`config.mk`:
```
export PLATFORM = sky130hd
export DESIGN_NAME = v850_fetch_ctrl
export DESIGN_NICKNAME = d
export VERILOG_FILES = /design/src/rtl/v850_fetch_ctrl.sv
export SDC_FILE = /design/constraint.sdc
export NUM_CORES = 1
export LEC_CHECK = 0
export CORE_MARGIN = 2
export CORE_UTILIZATION = 45
export CTS_CLUSTER_SIZE = 16
export DETAILED_ROUTE_END_ITERATION = 10
export GPL_ROUTABILITY_DRIVEN = 0
export GPL_TIMING_DRIVEN = 1
export HOLD_SLACK_MARGIN = 0.1
export PLACE_DENSITY_LB_ADDON = 0.05
export SLEW_MARGIN = 20
export SYNTH_ARGS = -nofsm -noshare
export SYNTH_HDL_FRONTEND = slang
export SYNTH_SLANG_ARGS = --single-unit
export TNS_END_PERCENT = 100
```
`constraint.sdc`:
```
create_clock -name clk -period 8.15 [get_ports clk]
set_clock_uncertainty 0.1 [all_clocks]
set_input_delay 1.63 -clock clk [delete_from_list [all_inputs] [get_ports clk]]
set_output_delay 1.63 -clock clk [all_outputs]
set_load 0.005 [all_outputs]
```
`src/rtl/v850_fetch_ctrl.sv`:
```
// V850 instruction-fetch sequencer: word fetches into a 4-halfword queue,
// 16/32-bit instruction assembly, and redirect flush with in-flight discard.
module v850_fetch_ctrl #(
  parameter logic [31:0] RESET_PC = 32'h0000_0000
) (
  input  logic        clk,
  input  logic        rst_n,
  output logic        imem_req,
  output logic [31:0] imem_addr,
  input  logic        imem_gnt,
  input  logic        imem_rvalid,
  input  logic [31:0] imem_rdata,
  input  logic        redirect,
  input  logic [31:0] redirect_pc,
  output logic        instr_valid,
  input  logic        instr_ready,
  output logic [31:0] instr,
  output logic [31:0] instr_pc,
  output logic        instr_is32
);

  localparam int unsigned HW_W  = 16;
  localparam int unsigned DEPTH = 4;
  localparam int unsigned CNT_W = 3;

  // IDLE: nothing pending; REQ: request driven; WAIT: accepted, data kept;
  // DISC: accepted before a redirect, data will be dropped on return.
  typedef enum logic [1:0] {F_IDLE, F_REQ, F_WAIT, F_DISC} fetch_state_e;

  fetch_state_e                state_q, state_d;
  logic [DEPTH-1:0][HW_W-1:0]  q_q, q_d;
  logic [CNT_W-1:0]            cnt_q, cnt_d;
  logic                        drop_q, drop_d;
  logic [31:0]                 addr_d, pc_d;
  logic [1:0]                  pop_n, push_n;
  logic [1:0]                  base;
  logic [HW_W-1:0]             push_lo, push_hi;
  logic                        accept, push_en;
  logic                        head32_d, valid_d;
  logic [31:0]                 instr_d;

  // Next-state, queue update and next output values
  always_comb begin
    state_d  = state_q;
    q_d      = q_q;
    cnt_d    = cnt_q;
    drop_d   = drop_q;
    addr_d   = imem_addr;
    pc_d     = instr_pc;
    pop_n    = 2'd0;
    push_n   = 2'd0;
    push_lo  = imem_rdata[15:0];
    push_hi  = imem_rdata[31:16];
    head32_d = 1'b0;
    valid_d  = 1'b0;
    instr_d  = '0;

    // A transfer coinciding with a redirect is void
    accept  = instr_valid && instr_ready && !redirect;
    push_en = (state_q == F_WAIT) && imem_rvalid && !redirect;

    if (accept) begin
      pop_n = instr_is32 ? 2'd2 : 2'd1;
      pc_d  = instr_pc + (instr_is32 ? 32'd4 : 32'd2);
    end

    if (push_en) begin
      if (drop_q) begin
        push_n  = 2'd1;
        push_lo = imem_rdata[31:16];
        drop_d  = 1'b0;
      end else begin
        push_n = 2'd2;
      end
    end

    case (pop_n)
      2'd1:    q_d = {q_q[3], q_q[3], q_q[2], q_q[1]};
      2'd2:    q_d = {q_q[3], q_q[2], q_q[3], q_q[2]};
      default: q_d = q_q;
    endcase

    // Issue only with two free slots, so a push always fits after any pops
    base = 2'(cnt_q - CNT_W'(pop_n));
    if (push_n != 2'd0) q_d[base] = push_lo;
    if (push_n == 2'd2) q_d[base + 2'd1] = push_hi;
    cnt_d = cnt_q - CNT_W'(pop_n) + CNT_W'(push_n);

    case (state_q)
      F_IDLE: if (cnt_d <= 3'd2) state_d = F_REQ;
      F_REQ: begin
        if (imem_gnt) begin
          state_d = F_WAIT;
          addr_d  = imem_addr + 32'd4;
        end
      end
      F_WAIT, F_DISC: begin
        if (imem_rvalid) state_d = (cnt_d <= 3'd2) ? F_REQ : F_IDLE;
      end
      default: state_d = F_IDLE;
    endcase

    if (redirect) begin
      cnt_d  = '0;
      drop_d = redirect_pc[1];
      pc_d   = {redirect_pc[31:1], 1'b0};
      addr_d = {redirect_pc[31:2], 2'b00};
      case (state_q)
        F_REQ:          state_d = imem_gnt ? F_DISC : F_IDLE;
        F_WAIT, F_DISC: state_d = imem_rvalid ? F_IDLE : F_DISC;
        default:        state_d = F_IDLE;
      endcase
    end

    head32_d = (cnt_d != 3'd0) && (q_d[0][10:9] == 2'b11);
    valid_d  = (cnt_d >= 3'd1) && (!head32_d || (cnt_d >= 3'd2));
    if (cnt_d != 3'd0) instr_d[15:0] = q_d[0];
    if (head32_d && (cnt_d >= 3'd2)) instr_d[31:16] = q_d[1];
  end

  // Fetch state register
  always_ff @(posedge clk or negedge rst_n) begin
    if (!rst_n) state_q <= F_IDLE;
    else        state_q <= state_d;
  end

  // Queue, pointers and registered outputs
  always_ff @(posedge clk or negedge rst_n) begin
    if (!rst_n) begin
      q_q         <= '0;
      cnt_q       <= '0;
      drop_q      <= RESET_PC[1];
      imem_req    <= 1'b0;
      imem_addr   <= {RESET_PC[31:2], 2'b00};
      instr_valid <= 1'b0;
      instr       <= '0;
      instr_pc    <= {RESET_PC[31:1], 1'b0};
      instr_is32  <= 1'b0;
    end else begin
      q_q         <= q_d;
      cnt_q       <= cnt_d;
      drop_q      <= drop_d;
      imem_req    <= (state_d == F_REQ);
      imem_addr   <= addr_d;
      instr_valid <= valid_d;
      instr       <= instr_d;
      instr_pc    <= pc_d;
      instr_is32  <= head32_d;
    end
  end

endmodule

```
Word level (Yosys, flattened, before mapping) --
Index checks and enable logic that the tools add are counted. W data, S select, Z words.
Storage, ports and cells: flip-flop bits (word level) 169, input bits 70, output and inout bits 99, word-level logic and storage cells 89
Cells by class: add/sub/neg operators 5, magnitude comparators 7, equality and inequality tests 8, multiplexer cells 35, reduce and logical (&&, ||, !) cells 21
Operators by type and width (number):
- $mux W32 | 5
- $bwmux W64 | 2
- $mux W64 | 2
- $mux W16 | 6
- $pmux W48 S2 | 1
- $demux W16 S2 | 2
- $add A32 B3 Y32 | 1
- $add A32 B3 Y32 const B | 1
- $mux W2 | 10
- $eq A2 B2 Y1 const B | 5
- $reduce_bool A2 Y1 | 5
- $logic_and A1 B1 Y1 | 9
- $eq A2 B1 Y1 const B | 3
- $lt A2 B3 Y1 const B | 2
- $mux W3 | 2
- $pmux W2 S3 | 1
- $ge A2 B1 Y1 const B | 2
- $pmux W2 S2 | 1
- $add A3 B2 Y3 | 1
- $ge A3 B1 Y1 const B | 1
- $ge A3 B2 Y1 const B | 1
- $le A3 B2 Y1 const B | 1
- $mux W1 | 3
- $reduce_bool A3 Y1 | 1
- 7 further kinds | 8

Longest topological paths before layout --
Gate-level depths: netlist of run 1.
depth after elaboration 17, depth in mapped cells 17, mapped depth without buffers 13

Worst setup path after synthesis of run 1 --
Ideal clock, no wire load.
kind input to register, start in redirect, end reg instr[20], setup time 0.124 ns, data arrival time 5.147 ns, data required time 7.926 ns, path slack 2.779 ns, cell stages on the path 17, path buffers 4, cells stage by stage and3b_1 buf_4 nand2_1 clkinv_1 buf_2 ha_1 fa_1 clkbuf_1 xnor2_1 ha_1 or3_1 a211o_1 nand3_1 nor2b_2 o2111ai_4 buf_6 nor2_1
Between the ends: longest elaborated chain between the ends 16, elaborated cells between the ends (all ways) 35, classes of those cells 3 x add/sub; 5 x order compare; 4 x eq/ne; 14 x mux; 9 x reduce/logical
RTL lines:
- start: declaration | RTL line 13 | input logic redirect,
- parallel branches: the longest is 15 deep, another holds $sub A3 B2 Y3
- $mux W16 (*) | RTL line 118 | if (head32_d && (cnt_d >= 3'd2)) instr_d[31:16] = q_d[1];
- net instr_d[20] | RTL line 40 | logic [31:0] instr_d;
- end signal: assignment | RTL line 146 | instr <= instr_d;
- end: declaration | RTL line 17 | output logic [31:0] instr,
Mark *: on every way through the listed nets, which the timed path passes. A chain may end at the register's enable or synchronous reset.

==> results of run 1 <==
-- sequential cells by signal, indices dropped and copies added (netlist names) --
signal / count
instr_pc: 31
state_q: 2
drop_q: 1
cnt_q: 3
instr_is32: 1
instr: 32
imem_req: 1
q_q: 64
instr_valid: 1
imem_addr: 30
-- kinds of logic (layout without fill, tap and decap cells) --
family,Yosys count,in the layout,share of synthesized area
muxes,60,60,0.0708
xor gates and xnor gates,60,60,0.0590
other,1,3,0.000421
AOI/OAI and AO/OA,247,247,0.169
buffers and inverters,111,257,0.0552
adders and majority gates,8,8,0.0129
and+or+nand+nor,298,298,0.166
DFF,166,166,0.466
-- worst reg2reg max path: stages, from the launching register on --
cell and delay [ns]:
dfrtp_1 0.46, and3b_1 0.32, nand2_1 0.65, clkinv_1 0.23, ha_1 0.26, fa_1 0.77, or4_4 0.23, nor2_4 0.04
buf_4 0.27, o31ai_2 0.34, nor2b_2 0.28, o2111ai_4 0.41, nor2_1 0.25
-- through the flow --
stage	total power [uW]	setup slack [ns]	std cells	cell area, um^2	utilization
detailed placement	1920	1.56	1332	10700	0.549
floorplan	1620	2.78	953	8920	-
global route	2910	1.65	1364	11300	0.580
global placement	1910	1.62	1332	10700	0.549
finish	2740	1.94	1364	11300	0.580
CTS	2760	1.99	1364	11300	0.580
-- power by group --
part           leakage, uW  total (uW)  switching (uW)  internal [uW]
Clock             0.000282         828             338            490
Combinational      0.00224         783             401            382
Sequential         0.00209        1130             132           1000
Total              0.00461        2740             872           1870
-- cell type report --
type / instances / area (um^2)
fillers: 1759 / 8180
multi-input cells: 676 / 4280
flip-flops and latches: 166 / 4160
repair buffers: 178 / 1750
clock buffers: 20 / 447
well taps: 265 / 332
inverters: 47 / 176
clock inverters: 12 / 153
-- how the worst max path moves through the flow --
stage                      endpoint  cells after the start     start
final                     instr[30]                     14  redirect
after global routing      instr[25]                     15  redirect
after CTS                 instr[22]                     15  redirect
after detailed placement  instr[30]                     14  redirect
after global placement    instr[26]                     15  redirect
after floorplan           instr[20]                     17  redirect
-- synth_stat cells, types with 16 or more instances --
cell and n:
a21oi_1 57, a31oi_1 16, buf_2 18, clkbuf_1 31, dfrtp_1 166, inv_1 46
mux2_2 24, mux2i_1 36, nand2_1 76, nand3_1 27, nand4_1 16, nor2_1 102
nor3_1 19, o21ai_0 82, o22ai_1 29, xnor2_1 29, xor2_1 31
-- routing by layer --
| metal | track usage | vias to the layer above | wire [um] |
|---|---|---|---|
| met5 | 0 | - | 0 |
| met4 | 0.0659 | 0 | 320 |
| met3 | 0.0800 | 24 | 1810 |
| met2 | 0.390 | 238 | 11600 |
| met1 | 0.324 | 3617 | 11100 |
| li1 | - | 3576 | - |
==> results.toml, run 1 <==
[yosys]
synth_cells = 951
synth_largest_area_cell = "dfrtp_1"
synth_area_leaders = "dfrtp_1 (47%), o21ai_0 (4.6%), nor2_1 (4.3%)"
async_flop_share = 1.00
yosys_warnings = 0
synth_area_per_cell_um2 = 9.37
synth_seq_cells = 166
yosysSeqAreaShare = 0.466
netlist_area_um2 = 8910
synth_edf_count = 0
synth_cell_type_count = 66
ys.flop_type = "dfrtp_1"
yosys.area.top_type_share = 0.466

[critical_path]
crit_path_end_kind = "flop"
slowest_delay_ns = 0.77
cp_top_family = "simple AND/OR/NAND/NOR gates"
path_cells = "clkdlybuf4s50_1 -> buf_4 -> and3b_1 -> nand2_1 -> clkinv_1 -> ha_1 -> fa_1 -> or4_4 -> nor2_4 -> buf_4 -> o31ai_2 -> nor2b_2 -> o2111ai_4 -> nor2_1"
criticalPathCategory = "in2reg"
crit_buf_inv = 4
reg2reg_slack_ns = 3.46
arrival_ns = 6.45
reg2reg_depth = 12
critPathLaunchType = "input port"
r2r-end = "instr[30]"
crit_path_top_delay_cell = "fa_1"
critPathRequiredTime_ns = 8.39
rr_startpoint = "instr_valid"
crit_path_max_fanout = 30
crit_top_cell = "buf_4"

[route]
vias_per_cell = 5.47
vias = 7455
drtIter0Drc = 541
wl_um = 24800
firstDrtPassIters = 7
ant_nets = 0
wl_per_cell_um = 18.2
drc_errors = 0

[sta]
finalCritPeriodShare = 0.762
hold_viol = 0
grt_setup_unrepaired = "false"
worst_pin_slew_ns = 0.936
slew_viol_final = 0
fin_setup_tns_ns = 0
relSlewSlack = 0.376
hold_ws_ns = 0.491
fmax_ghz = 0.161
post-route-min-period_ns = 6.21
finalSetupViolCount = 0

[global_routing]
antenna_found_initial = 0
grt_max_degree = 101
grt_pass1_vias = 7350
grt_pass1_wl_um = 39400
grt_overflow = 0
track_usage = 0.245

[layout]
final_common_cell = "dfrtp_1"
drive_gt1_frac = 0.0837
antenna_cells = 0
final_net_count = 1164
area_growth_pct = 26.7
layout_common_cells = "dfrtp_1 (165), clkdlybuf4s50_1 (163), nor2_1 (102)"

[cts]
cts_hold_buf = 0
cts_buffers = 17
clkSinkCount = 166
cts_resized = 0
cts_root_buffer = "clkbuf_16"
clkLatencyLatePin_ns = 0.43
path_clk_slew_ns = 0.06
clockBufferDepth = 2
tritoncts = "yes"
cts_max_level = 4
cts_setup_buffers = 0

[floorplan]
dieArea_um2 = 20900
core_area_um2 = 19500
rows = 51
start_util = 0.458
fp.dieH_um = 145
die_w_um = 145
ios = 169

[power]
leakagePower_uw = 0.00461
powerDensity_nw_per_um2 = 243
peakVddDrop_uv = 151

[hold_path]
hp-start = "instr_pc[31]"
hold_path_depth = 2
holdPathEnd = "instr_pc[31]"
min_path_type = "reg2reg"

[place]
place_hpwl_um = 15600
io_buffers = 164

[job]
maxCapViolations = 0

[outcome]
status = "complete, no violations"
Note: power is estimated with default switching activity, not from simulation.
==> run 2: changes to the inputs <==
- clock period: 8.15 -> 5.6 ns (I/O delays scaled with it)
==> run 2 against run 1 <==
Against the previous run:
- via count grew 0.95%
- register-to-register slack lost 1.8 ns
- non-clock buffer count grew 4
- critical path depth is the same
- clock power grew 59%
- global-route usage grew 0.071 points
==> results.toml, run 2 (synthesis results as in run 1) <==
[layout]
reg_top3 = "q_q (64), instr (32), instr_pc (31)"
seq_area_um2 = 4160
final_net_count = 1168
antenna_cells = 0
finalInstanceArea_um2 = 11400
fillers = 1758
layout_common_cells = "dfrtp_1 (165), clkdlybuf4s50_1 (163), nor2_1 (102)"
area_growth_pct = 27.8
multiInputGateArea_um2 = 4270
largest_reg_flops = 64
final_common_cell = "dfrtp_1"
regMostFlops = "q_q"
drive_gt1_frac = 0.0853

[route]
firstDrtPassIters = 5
drtIter0Drc = 434
wl_um = 24600
ant_nets = 0
vias_per_cell = 5.51
vias = 7526
wl_per_cell_um = 18.0
drc_errors = 0

[sta]
grt_setup_unrepaired = "false"
finalSetupViolCount = 0
relSlewSlack = 0.378
post-route-min-period_ns = 4.70
slew_viol_final = 0
fmax_ghz = 0.213
finalCritPeriodShare = 0.839
worst_pin_slew_ns = 0.933
hold_viol = 0
fin_setup_tns_ns = 0

[critical_path]
crit_path_max_fanout = 16
crit_buf_inv = 2
crit_top_cell = "ha_1"
cp_top_family = "adder cells"
crit_path_end_kind = "flop"
crit_path_top_delay_cell = "fa_1"
arrival_ns = 4.93
reg2reg_slack_ns = 1.66
crit_start = "instr_ready"
reg2reg_depth = 13
critPathRequiredTime_ns = 5.83
r2r-end = "instr[25]"
critPathLaunchType = "input port"
slowest_delay_ns = 0.75
rr_startpoint = "instr_valid"
criticalPathCategory = "in2reg"
path_cells = "clkdlybuf4s50_1 -> and3b_1 -> nand2_1 -> clkinv_1 -> ha_1 -> fa_1 -> xnor2_1 -> ha_1 -> nor3b_1 -> a21oi_1 -> nand3_1 -> nor2b_2 -> o2111ai_4 -> nor2_1"

[global_routing]
grt_overflow = 0
grt_pass1_wl_um = 39700
grt_max_degree = 88
grt_pass1_vias = 7416
track_usage = 0.246
antenna_found_initial = 0

[floorplan]
ios = 169
dieArea_um2 = 20900
rows = 51
die_w_um = 145
fp.dieH_um = 145
core_area_um2 = 19500
start_util = 0.458

[cts]
tritoncts = "yes"
clockBufferDepth = 2
clkLatencyLatePin_ns = 0.43
cts_resized = 0
cts_buffers = 17
clkSinkCount = 166
cts_root_buffer = "clkbuf_16"
cts_setup_buffers = 0
cts_max_level = 4
cts_hold_buf = 0
path_clk_slew_ns = 0.06

[hold_path]
hold_path_depth = 2
holdPathEnd = "instr_pc[31]"
min_path_type = "reg2reg"
hp-start = "instr_pc[31]"

[job]
maxCapViolations = 0

[place]
io_buffers = 164
place_hpwl_um = 16000
placed_area_um2 = 10700

[power]
leakagePower_uw = 0.00467
peakVddDrop_uv = 192
powerDensity_nw_per_um2 = 361

[outcome]
status = "complete, no violations"
-- run 2: changes by cell type in the layout (fill, tap and decap cells not counted) --
cell        previous run  this run
o21ai_1                3         4
bufinv_16              3         6
clkinvlp_4             4         1
buf_12                 0         1
o21ai_2                1         0
clkbuf_8               1         0
clkinv_4               1         4
clkinv_2               3         1
inv_6                  1         0
buf_4                 14        17
-- run 2: report_power, final --
group	internal, uW	switching, uW
registers	1460	192
clock network	836	487
logic	561	583
total	2850	1260
-- run 2: per-layer routing --
layer,up-vias,share of wire,track usage
met2,256,0.47,0.396
met1,3644,0.44,0.322
met3,41,0.071,0.0698
li1,3585,-,-
met5,-,0,0
met4,0,0.020,0.0807
-- run 2: worst max-delay path by stage --
stage / endpoint / slack [ns] / cells after the start
final: instr[25] / 0.90 / 14
after global routing: instr[25] / 0.60 / 14
after CTS: instr[25] / 0.86 / 14
after detailed placement: instr[25] / 0.46 / 14
after global placement: instr[26] / 0.55 / 14
after floorplan: instr[20] / 0.74 / 17
-- run 2: area by class of cell --
type	count	share of cell area
multi-input cells	676	0.375
clock inverters	12	0.0200
inverters	47	0.0155
clock buffers	19	0.0380
repair buffers	182	0.157
flip-flops and latches	166	0.365
well taps	265	0.0291
-- run 2: stage by stage --
step	instances	hold slack, ns	setup WS, ns	total power (uW)	utilization
2_1_floorplan	953	0.451	0.739	2360	-
3_3_place_gp	1336	0.477	0.545	2790	0.551
3_5_place_dp	1336	0.490	0.462	2810	0.551
4_1_cts	1367	0.499	0.864	4140	0.585
5_1_grt	1367	0.525	0.597	4370	0.585
6_report	1367	0.485	0.901	4120	0.585
-- run 2: worst register-to-register path, cell delays in order (launching register included) --
cell,delay (ns)
dfrtp_1,0.45
and3b_1,0.32
nand2_1,0.13
clkinv_1,0.10
ha_1,0.21
fa_1,0.75
xnor2_1,0.14
ha_1,0.44
nor3b_1,0.08
a21oi_1,0.15
nand3_1,0.12
nor2b_2,0.20
o2111ai_4,0.40
nor2_1,0.26
==> run 3: changes to the inputs <==
- clock period: 5.6 -> 4.9 ns (I/O delays scaled with it)
==> run 3 against run 2 <==
Against the previous run:
- design area rose by 0.11%
- first-iteration DRC count fell by 16%
- worst setup slack worse by 0.17 ns
- critical path type unchanged
- highest routed layer unchanged
==> results.toml, run 3 (synthesis results as in run 1) <==
[critical_path]
crit_buf_inv = 3
slowest_delay_ns = 0.51
crit_path_end_kind = "flop"
critPathLaunchType = "input port"
crit_path_max_fanout = 16
criticalPathCategory = "in2reg"
arrival_ns = 4.41
path_cells = "clkdlybuf4s50_1 -> and3b_1 -> nand2_1 -> clkinv_1 -> ha_1 -> fa_1 -> buf_4 -> or4_4 -> nor2_4 -> a21oi_2 -> a21oi_4 -> o2111ai_4 -> nor2b_1"
crit_path_top_delay_cell = "clkdlybuf4s50_1"
critPathRequiredTime_ns = 5.15
cp_top_family = "simple AND/OR/NAND/NOR gates"

[layout]
area_growth_pct = 27.9
reg_top3 = "q_q (64), instr (32), instr_pc (31)"
fillers = 1738
largest_reg_flops = 64
drive_gt1_frac = 0.0935
regMostFlops = "q_q"
final_net_count = 1178
antenna_cells = 0
layout_common_cells = "dfrtp_1 (165), clkdlybuf4s50_1 (163), nor2_1 (102)"
final_common_cell = "dfrtp_1"

[sta]
worst_pin_slew_ns = 0.812
finalCritPeriodShare = 0.850
layout_setup_ws_ns = 0.734
fmax_ghz = 0.240
fin_setup_tns_ns = 0
relSlewSlack = 0.454
post-route-min-period_ns = 4.17
finalSetupViolCount = 0
slew_viol_final = 0
grt_setup_unrepaired = "false"
hold_viol = 0
hold_ws_ns = 0.469

[cts]
cts_root_buffer = "clkbuf_16"
path_clk_slew_ns = 0.06
cts_hold_buf = 0
cts_resized = 0
clkLatencyLatePin_ns = 0.43
cts_max_level = 4
tritoncts = "yes"
cts_buffers = 17
clockBufferDepth = 2
cts_setup_buffers = 0
clkSinkCount = 166

[floorplan]
rows = 51
fp.dieH_um = 145
dieArea_um2 = 20900
core_area_um2 = 19500
die_w_um = 145
start_util = 0.458
ios = 169

[global_routing]
antenna_found_initial = 0
grt_overflow = 0
grt_max_degree = 79
grt_pass1_wl_um = 39600
grt_pass1_vias = 7466
track_usage = 0.246

[route]
firstDrtPassIters = 5
vias = 7521
drc_errors = 0
drtIter0Drc = 363
vias_per_cell = 5.46
ant_nets = 0
wl_per_cell_um = 18.0
wl_um = 24800

[outcome]
status = "complete, no violations"

[place]
place_hpwl_um = 16500
io_buffers = 164
dp_slack_ns = 0.268

[power]
leakagePower_uw = 0.00469
powerDensity_nw_per_um2 = 405
comb_power_share = 0.284
power.share.switching = 0.315
seq_power_share = 0.408
peakVddDrop_uv = 253
p_int_uw = 3160
switchingPower_uw = 1460
clkPwrFrac = 0.308

[job]
maxCapViolations = 0

[hold_path]
min_path_type = "in2async"
-- run 3: changes by cell type in the layout (fill, tap and decap cells not counted) --
| cell | change |
|---|---|
| buf_12 | -1 |
| buf_4 | +11 |
| bufinv_16 | -2 |
| clkinv_2 | +2 |
| clkinv_4 | -1 |
| inv_6 | +1 |
-- run 3: path summary, 6_finish.rpt --
check / startpoint / endpoint / slack [ns] / cells after the start
min in group clk: instr_pc[31] / instr_pc[31] / 0.49 / 2
max: instr_ready / instr[26] / 0.73 / 13
min reg2reg: instr_pc[31] / instr_pc[31] / 0.49 / 2
max reg2reg: instr_valid / instr[26] / 1.35 / 12
max in group asynchronous: rst_n / q_q[9] / 3.29 / 2
min: rst_n / instr[3] / 0.47 / 1
-- run 3: metal layers --
metal / track usage / part of all wire / vias to the layer above
met2: 0.399 / 0.47 / 247
met3: 0.0714 / 0.069 / 34
met5: 0 / 0 / -
met1: 0.317 / 0.44 / 3634
met4: 0.0833 / 0.019 / 0
li1: - / - / 3606
-- run 3: area by class of cell --
class | instances | area [um^2] | area share
multi-input cells | 676 | 4270 | 0.375
flip-flops and latches | 166 | 4160 | 0.365
repair buffers | 192 | 1850 | 0.163
clock buffers | 19 | 433 | 0.0380
well taps | 265 | 332 | 0.0291
clock inverters | 12 | 178 | 0.0156
inverters | 47 | 176 | 0.0155
-- run 3: metrics by stage --
step / power, uW / utilization / instance area, um^2 / instances
5_1_grt: 4900 / 0.586 / 11400 / 1377
3_3_place_gp: 3190 / 0.554 / 10800 / 1346
3_5_place_dp: 3220 / 0.554 / 10800 / 1346
2_1_floorplan: 2700 / - / 8920 / 953
4_1_cts: 4640 / 0.586 / 11400 / 1377
6_report: 4620 / 0.586 / 11400 / 1377
-- run 3: power groups by stage --
stage | sequential (uW) | combinational, uW | clock, uW
2_1_floorplan | 1850 | 855 | 0
3_3_place_gp | 1900 | 1290 | 0
3_5_place_dp | 1900 | 1310 | 0
4_1_cts | 1880 | 1320 | 1440
5_1_grt | 1930 | 1470 | 1500
6_report | 1890 | 1310 | 1420
-- run 3: worst reg2reg max path, stage by stage (launching register included) --
cell       delay (ns)
dfrtp_1          0.45
and3b_1          0.22
nand2_1          0.09
clkinv_1         0.08
ha_1             0.19
fa_1             0.47
buf_4            0.20
or4_4            0.51
nor2_4           0.22
a21oi_2          0.08
a21oi_4          0.24
o2111ai_4        0.40
nor2b_1          0.23
